--- config.mk ---
export PLATFORM = sky130hd
export DESIGN_NAME = sram_cp_readout
export DESIGN_NICKNAME = d
export VERILOG_FILES = /design/src/rtl/sram_cp_readout.sv
export SDC_FILE = /design/constraint.sdc
export NUM_CORES = 2
export LEC_CHECK = 0
export BUFFER_PORTS_ARGS = -buffer_cell sky130_fd_sc_hd__buf_2
export CAP_MARGIN = 25
export CORE_MARGIN = 5
export CORE_UTILIZATION = 28
export CTS_CLUSTER_SIZE = 12
export DETAILED_ROUTE_END_ITERATION = 7
export GPL_TIMING_DRIVEN = 0
export PLACE_DENSITY = 0.52
export SYNTH_ARGS = -nofsm -noshare
export SYNTH_HDL_FRONTEND = slang
export SYNTH_SLANG_ARGS = --single-unit
--- constraint.sdc ---
create_clock -name clk -period 5.8 [get_ports clk]
set_input_delay 0.58 -clock clk [delete_from_list [all_inputs] [get_ports clk]]
set_output_delay 0.58 -clock clk [all_outputs]
set_load 0.02 [all_outputs]
--- src/rtl/sram_cp_readout.sv ---
// sram_cp_readout
//    Charge-pulsation readout sequencer for the CIM SRAM macro. On start it
//    walks SET -> COMP (PULSE_CYC cycles) -> WAIT, captures the whole CIM
//    bit-line word at the end of WAIT, then streams it out one column group
//    per valid/ready handshake, true or inverted per the latched mode.
//
//    Optional build macro: SRAM_CP_PARITY_EN adds output q_par (= ^q).
//
// Ports
//    clk, rst      rising-edge clock, synchronous active-high reset
//    start         conversion request, honoured only while idle
//    model         1: q = ~bit-line, 0: q = bit-line (latched at start)
//    inbit         1: read disabled, every group reads all-ones (latched at start)
//    data_in_cim   raw bit-line word, group g = [g*GRP_W +: GRP_W]
//    set/comp/wait_ registered one-hot phase strobes
//    busy          high whenever the sequencer is not idle
//    q, q_grp      current output group and its index
//    q_valid       q/q_grp valid, accepted when q_valid & q_ready at clk edge
//    q_ready       consumer ready
//    done          one-cycle pulse after the last group is accepted
//    q_par         (SRAM_CP_PARITY_EN only) parity of q
module sram_cp_readout #(
   parameter int GRP_W     = 192,
   parameter int NUM_GRP   = 3,
   parameter int PULSE_CYC = 4,
   parameter int GI_W      = 2
) (
   input  logic                     clk,
   input  logic                     rst,
   input  logic                     start,
   input  logic                     model,
   input  logic                     inbit,
   input  logic [GRP_W*NUM_GRP-1:0] data_in_cim,
   output logic                     set,
   output logic                     comp,
   output logic                     wait_,
   output logic                     busy,
   output logic [GRP_W-1:0]         q,
   output logic [GI_W-1:0]          q_grp,
   output logic                     q_valid,
   input  logic                     q_ready,
   output logic                     done
`ifdef SRAM_CP_PARITY_EN
   ,
   output logic                     q_par
`endif
);

   localparam int CAP_W = GRP_W * NUM_GRP;
   localparam int CNT_W = (PULSE_CYC > 1) ? $clog2(PULSE_CYC) : 1;
   localparam logic [CNT_W-1:0] CNT_LOAD = CNT_W'(PULSE_CYC - 1);
   localparam logic [GI_W-1:0]  LAST_GRP = GI_W'(NUM_GRP - 1);

   typedef enum logic [2:0] {
      ST_IDLE,
      ST_SET,
      ST_COMP,
      ST_WAIT,
      ST_OUT
   } state_t;

   state_t            state, state_nxt;
   logic [CNT_W-1:0]  cnt, cnt_nxt;
   logic [CAP_W-1:0]  cap, cap_nxt;
   logic              model_r, model_nxt;
   logic              inbit_r, inbit_nxt;
   logic              set_nxt, comp_nxt, wait_nxt, busy_nxt, valid_nxt, done_nxt;
   logic [GRP_W-1:0]  q_nxt;
   logic [GI_W-1:0]   grp_nxt;

   function automatic logic [GRP_W-1:0] grp_sel(input logic [CAP_W-1:0] w,
                                                input logic [GI_W-1:0]  idx);
      grp_sel = '0;
      for (int unsigned g = 0; g < NUM_GRP; g++) begin
         if (idx == GI_W'(g)) grp_sel = w[g*GRP_W +: GRP_W];
      end
   endfunction

   function automatic logic [GRP_W-1:0] fmt(input logic [GRP_W-1:0] g,
                                            input logic            inv,
                                            input logic            dis);
      if (dis)      fmt = '1;
      else if (inv) fmt = ~g;
      else          fmt = g;
   endfunction

   always_comb begin
      state_nxt = state;
      cnt_nxt   = cnt;
      cap_nxt   = cap;
      model_nxt = model_r;
      inbit_nxt = inbit_r;
      set_nxt   = 1'b0;
      comp_nxt  = 1'b0;
      wait_nxt  = 1'b0;
      valid_nxt = 1'b0;
      done_nxt  = 1'b0;
      q_nxt     = q;
      grp_nxt   = q_grp;

      unique case (state)
         ST_IDLE: begin
            if (start) begin
               state_nxt = ST_SET;
               set_nxt   = 1'b1;
               model_nxt = model;
               inbit_nxt = inbit;
            end
         end
         ST_SET: begin
            state_nxt = ST_COMP;
            comp_nxt  = 1'b1;
            cnt_nxt   = CNT_LOAD;
         end
         ST_COMP: begin
            if (cnt == '0) begin
               state_nxt = ST_WAIT;
               wait_nxt  = 1'b1;
            end else begin
               cnt_nxt  = cnt - CNT_W'(1);
               comp_nxt = 1'b1;
            end
         end
         ST_WAIT: begin
            // q is registered, so the first beat is formatted straight from the
            // word being captured on this same edge.
            cap_nxt   = data_in_cim;
            state_nxt = ST_OUT;
            valid_nxt = 1'b1;
            grp_nxt   = '0;
            q_nxt     = fmt(data_in_cim[GRP_W-1:0], model_r, inbit_r);
         end
         ST_OUT: begin
            valid_nxt = 1'b1;
            if (q_ready) begin
               if (q_grp == LAST_GRP) begin
                  state_nxt = ST_IDLE;
                  valid_nxt = 1'b0;
                  done_nxt  = 1'b1;
               end else begin
                  grp_nxt = q_grp + GI_W'(1);
                  q_nxt   = fmt(grp_sel(cap, q_grp + GI_W'(1)), model_r, inbit_r);
               end
            end
         end
         default: state_nxt = ST_IDLE;
      endcase

      busy_nxt = (state_nxt != ST_IDLE);
   end

   always_ff @(posedge clk) begin
      if (rst) begin
         state   <= ST_IDLE;
         cnt     <= '0;
         cap     <= '0;
         model_r <= 1'b0;
         inbit_r <= 1'b0;
         set     <= 1'b0;
         comp    <= 1'b0;
         wait_   <= 1'b0;
         busy    <= 1'b0;
         q_valid <= 1'b0;
         done    <= 1'b0;
         q       <= '0;
         q_grp   <= '0;
`ifdef SRAM_CP_PARITY_EN
         q_par   <= 1'b0;
`endif
      end else begin
         state   <= state_nxt;
         cnt     <= cnt_nxt;
         cap     <= cap_nxt;
         model_r <= model_nxt;
         inbit_r <= inbit_nxt;
         set     <= set_nxt;
         comp    <= comp_nxt;
         wait_   <= wait_nxt;
         busy    <= busy_nxt;
         q_valid <= valid_nxt;
         done    <= done_nxt;
         q       <= q_nxt;
         q_grp   <= grp_nxt;
`ifdef SRAM_CP_PARITY_EN
         q_par   <= ^q_nxt;
`endif
      end
   end

endmodule

# Word level (Yosys, flattened, before mapping)
# Index checks and enable logic that the tools add are counted.
dict set report op_classes {
  addsub 2
  eq_ne 10
  muxes 31
  bitwise_logic 6
  reduce_logical 12
}
# op count
set ops {}
lappend ops {{two-way mux 192 bit} 12}
lappend ops {{NOT 192 bit} 2}
lappend ops {{case mux 192 bit (2 select lines)} 1}
lappend ops {{case mux 3 bit (5 select lines)} 1}
lappend ops {{two-way mux 3 bit} 4}
lappend ops {{case mux 2 bit (2 select lines)} 2}
lappend ops {{equality test 3 x 2 -> 1 bit (second input constant)} 2}
lappend ops {{two-way mux 1 bit} 6}
lappend ops {{two-way mux 2 bit} 3}
lappend ops {{inequality test 2 bit (second input constant)} 3}
lappend ops {{equality test 2 bit (second input constant)} 2}
lappend ops {{logical NOT 2 bit} 2}
lappend ops {{NOT 1 bit} 4}
lappend ops {{case mux 1 bit (2 select lines)} 2}
lappend ops {{AND reduction 2 bit} 2}
lappend ops {{nonzero test 2 bit} 2}
lappend ops {{OR reduction 2 bit} 2}
lappend ops {{equality test 3 x 1 -> 1 bit (second input constant)} 1}
lappend ops {{equality test 3 bit (second input constant)} 1}
lappend ops {{logical NOT 3 bit} 1}
lappend ops {{AND reduction 3 bit} 1}
lappend ops {{nonzero test 3 bit} 1}
lappend ops {{OR reduction 3 bit} 1}
lappend ops {{adder 2 x 1 -> 2 bit (second input constant)} 1}
lappend ops {{2 further kinds} 2}
dict set report totals {
  register_bits 783
  out_inout_bits 200
  elab_cells 74
}

# Depth between registers and ports, before layout
dict set report logic_depth {
  word_depth 14
  mapped_depth 9
  ltp_nobuf 6
}

# Least setup slack after synthesis
# Ideal clock, no wire load.
dict set report synth_timing {
  path_type {reg-to-reg}
  startpoint {register q_grp[0]}
  endpoint {register q[124]}
  setup_time_ns 0.123
  arrival_time_ns 2.028
  t_required_ns 5.677
  setup_slack_ns 3.648
  stages_incl_launch_ff 10
  period_less_slack_ns 2.152
  cell_sequence {dfxtp_1 > inv_1 > ha_1 > clkbuf_1 > clkbuf_1 > buf_1 > a21oi_1 > a211o_1 > a211oi_1 > nor3b_1}
}
dict set report synth_between {
  elab_chain_cells 14
  word_cells_on_any_way 19
  cone_classes {add/sub: 1; eq/ne: 4; mux: 11; bitwise: 1; reduce/logical: 2}
}
# element line
set synth_rtl {}
lappend synth_rtl {{start: declaration} 39} ;# output logic [GI_W-1:0] q_grp,
lappend synth_rtl {{start signal: assignment} 183} ;# q_grp <= grp_nxt;
lappend synth_rtl {{adder 2 x 1 -> 2 bit} 142} ;# q_nxt = fmt(grp_sel(cap, q_grp + GI_W'(1)), model_r, inbit_r);
lappend synth_rtl {{logical NOT 2 bit} 75} ;# if (idx == GI_W'(g)) grp_sel = w[g*GRP_W +: GRP_W];
lappend synth_rtl {{two-way mux 192 bit (3 in series)} 75}
lappend synth_rtl {{two-way mux 192 bit} 136} ;# if (q_grp == LAST_GRP) begin
lappend synth_rtl {{two-way mux 192 bit} 135} ;# if (q_ready) begin
lappend synth_rtl {{two-way mux 192 bit} 101} ;# unique case (state)
lappend synth_rtl {{NOT 192 bit} 83} ;# else if (inv) fmt = ~g;
lappend synth_rtl {{two-way mux 192 bit} 83}
lappend synth_rtl {{two-way mux 192 bit} 82} ;# if (dis) fmt = '1;
lappend synth_rtl {{two-way mux 192 bit} 136}
lappend synth_rtl {{two-way mux 192 bit} 135}
lappend synth_rtl {{case mux 192 bit (2 select lines)} 101}
lappend synth_rtl {{end signal: assignment} 182} ;# q <= q_nxt;
lappend synth_rtl {{end: declaration} 38} ;# output logic [GRP_W-1:0] q,
# Several ways; a longest one is shown, not always the timed one. The select of a mux whose other input is x is not followed.
# A chain may end at the register's enable or synchronous reset.

# Final worst setup path
dict set report layout_timing {
  startpoint {register q_grp[0]}
  endpoint {register q[106]}
}
# Same word-level chain as after synthesis.

==> flow_summary_export.csv <==
group,metric,value,unit
grt,grt_usage,0.242,
logic_synthesis,async_reset_ff_frac,0,
drt,wirelength,178,mm
placed_design,portBuffers,780,
critical_path,path_class,"register to register",
grt,grt_first_pass_wirelength,253,mm
timing,slew_violations,0,
critical_path,worstPathArrival,3850,ps
timing,fin_ws,2530,ps
logic_synthesis,ys_top_cells_by_area,"dfxtp_1 42%, nand2_1 14%, a21oi_1 10%, a211o_1 4.5%, nand4b_1 4.5%",
logic_synthesis,yosysTopAreaCell,"dfxtp_1",
clocking,cts-root-buf,"clkbuf_16",
finish,nNetsFinal,6249,
critical_path,cp_cell_sequence,"inv_1 > ha_1 > clkbuf_1 > clkbuf_1 > clkbuf_1 > a21oi_1 > a211o_1 > a211oi_1 > nor3b_1",
critical_path,path_common_cell,"clkbuf_1",
clocking,clk_path_buf_depth,3,
timing,setup_violations,0,
min_path,hp-class,"primary input to register",
logic_synthesis,synth_seq_cells,783,
timing,fin_crit_sh,0.563,
die,rows,133,
critical_path,end_kind,"register",
timing,finalHoldViolations,0,
grt,antenna_found_initial,67,
critical_path,crit_fanout,10,
die,initial_core_util,0.282,
power,p_total,13.7,mW
logic_synthesis,seq_area_frac_synth,0.422,
placed_design,hpwl,142,mm
logic_synthesis,ys_types,34,
logic_synthesis,synth_top_cell_area_share,0.422,
die,core_area,0.132,mm²
timing,fin_setup_tns,0,ps
drt,ant_nets,0,
die,fp.dieW,374,µm
job,cap_violations,0,
clocking,clkLatencyLatePin,710,ps
logic_synthesis,postSynthAreaPerCell,7.79,µm²
power,p_leak,17.0,nW
logic_synthesis,syn_inst,4767,
timing,slew_headroom,0.307,
clocking,numCtsBuffers,95,
drt,via_count,38500,
clocking,post-cts-setup-buffers,0,
finish,synthToLayoutAreaGrowth,26.0,%
clocking,cts.sinks,783,
critical_path,critical_path.top_delay_family,"buffers and inverters",
clocking,clk_pin_slew,60,ps
grt,gr-total-overflow,0,
grt,grt_max_degree,15,
timing,skew,37.5,ps
clocking,ctsHoldBuffers,0,
critical_path,required,6380,ps
critical_path,start_kind,"register",
timing,max_freq,306,MHz
die,io_pins,782,
drt,wl_per_cell,23.7,µm
placed_design,gp_congestion,0.907,
critical_path,cpPeakStageDelay,750,ps
finish,drive_gt1_frac,0.180,
logic_synthesis,yosysMostFrequentCell,"nand2_1",
power,peakVddDrop,0.213,mV
timing,rsz0062_at_grt,"false",
placed_design,pre_cts_slack,2120,ps
clocking,cts_resized,0,
timing,finalCriticalPeriod,3270,ps
timing,worst_hold_slack,112,ps
drt,drc,0,
power,cellPowerDensity,294,mW/mm²
drt,vias_per_cell,5.13,
logic_synthesis,synth_edf_count,0,
logic_synthesis,synth_common_cells,"1348 x nand2_1, 783 x dfxtp_1, 772 x a21oi_1",
logic_synthesis,syn_nets,5354,
logic_synthesis,synth_area,0.0371,mm²
timing,tightest_slew,1040,ps
clocking,htree_levels,3,
clocking,cts_tree,"done",
logic_synthesis,ys_warn_count,0,
logic_synthesis,ys.flop_type,"dfxtp_1",
status,outcome,"finished clean",
die,die_area,0.140,mm²
critical_path,slowest_stage,"clkbuf_1",
drt,first_iter_violations,2746,
grt,grt_pass1_vias,38300,
die,dieHeight,374,µm
drt,dr.pass1.iters,5,
critical_path,path_buf_inv,4,
final cells by class:
type | count | area, µm²
Tap cell | 1755 | 2200
Timing Repair Buffer | 798 | 4200
Antenna cell | 19 | 47.5
Multi-Input combinational cell | 3505 | 19600
Clock inverter | 38 | 453
Buffer | 473 | 1870
Fill cell | 14400 | 84900
Inverter | 6 | 22.5
Sequential cell | 783 | 15700
Clock buffer | 135 | 2740
placed cells by master (no fill, tap or decap), drive strengths merged, types with 19 or more instances in the layout:
cell       n
o21bai   192
a211oi   194
diode     19
a211o    192
dfxtp    783
buf      901
nand2   1348
clkbuf   505
clkinv    23
nand4b   192
a21oi    772
nor2b    192
nand3b   193
nor3b    193
path summary, 6_finish.rpt:
kind | depth (start not counted) | start | to | slack (ps)
worst max-delay path | 9 | q_grp[0] | q[106] | 2530
worst min-delay path | 3 | data_in_cim[478] | cap[478] | 110
worst max register to register | 9 | q_grp[0] | q[106] | 2530
worst min register to register | 2 | cap[177] | cap[177] | 450
sequential cells by signal, indices dropped and copies added, names as in the netlist:
| name | count |
|---|---|
| cap | 576 |
| q | 192 |
| state | 3 |
| cnt | 2 |
| q_grp | 2 |
| busy | 1 |
| comp | 1 |
| done | 1 |
| inbit_r | 1 |
| model_r | 1 |
| q_valid | 1 |
| set | 1 |
| wait_ | 1 |
kinds of logic (layout without fill, tap and decap cells):
logic type / count (synthesis) / after routing / share of synthesized area
xor gates and xnor gates: 1 / 1 / 0.000236
adders and majority gates: 5 / 5 / 0.00169
and+or+nand+nor: 2140 / 2140 / 0.295
other: 0 / 19 / 0
AOI/OAI and AO/OA: 1355 / 1355 / 0.229
muxes: 4 / 4 / 0.00111
DFF: 783 / 783 / 0.422
buffers and inverters: 479 / 1450 / 0.0507
routing by layer:
layer,global-route usage,share of wire
met1,0.297,0.41
met4,0.0670,0.029
met5,0,0.0019
met3,0.0746,0.089
met2,0.409,0.47
per-stage QoR:
stage,util,cells,area (µm²)
after global placement,0.328,7302,43200
after CTS,0.355,7492,46700
after global routing,0.355,7496,46700
after detailed placement,0.331,7319,43500
after floorplan,-,4767,37100
final,0.355,7512,46800
worst reg2reg max path: stages (launching register included):
cell and delay [ps]:
dfxtp_1 350, inv_1 120, ha_1 160, clkbuf_1 400
clkbuf_1 760, clkbuf_1 530, a21oi_1 160, a211o_1 330
a211oi_1 270, nor3b_1 90
power breakdown:
part / internal, mW / switching (mW)
combinational: 0.626 / 1.24
clock: 3.54 / 2.57
sequential: 5.62 / 0.151
total: 9.79 / 3.96
No activity file was read; power rests on OpenSTA's default activity.
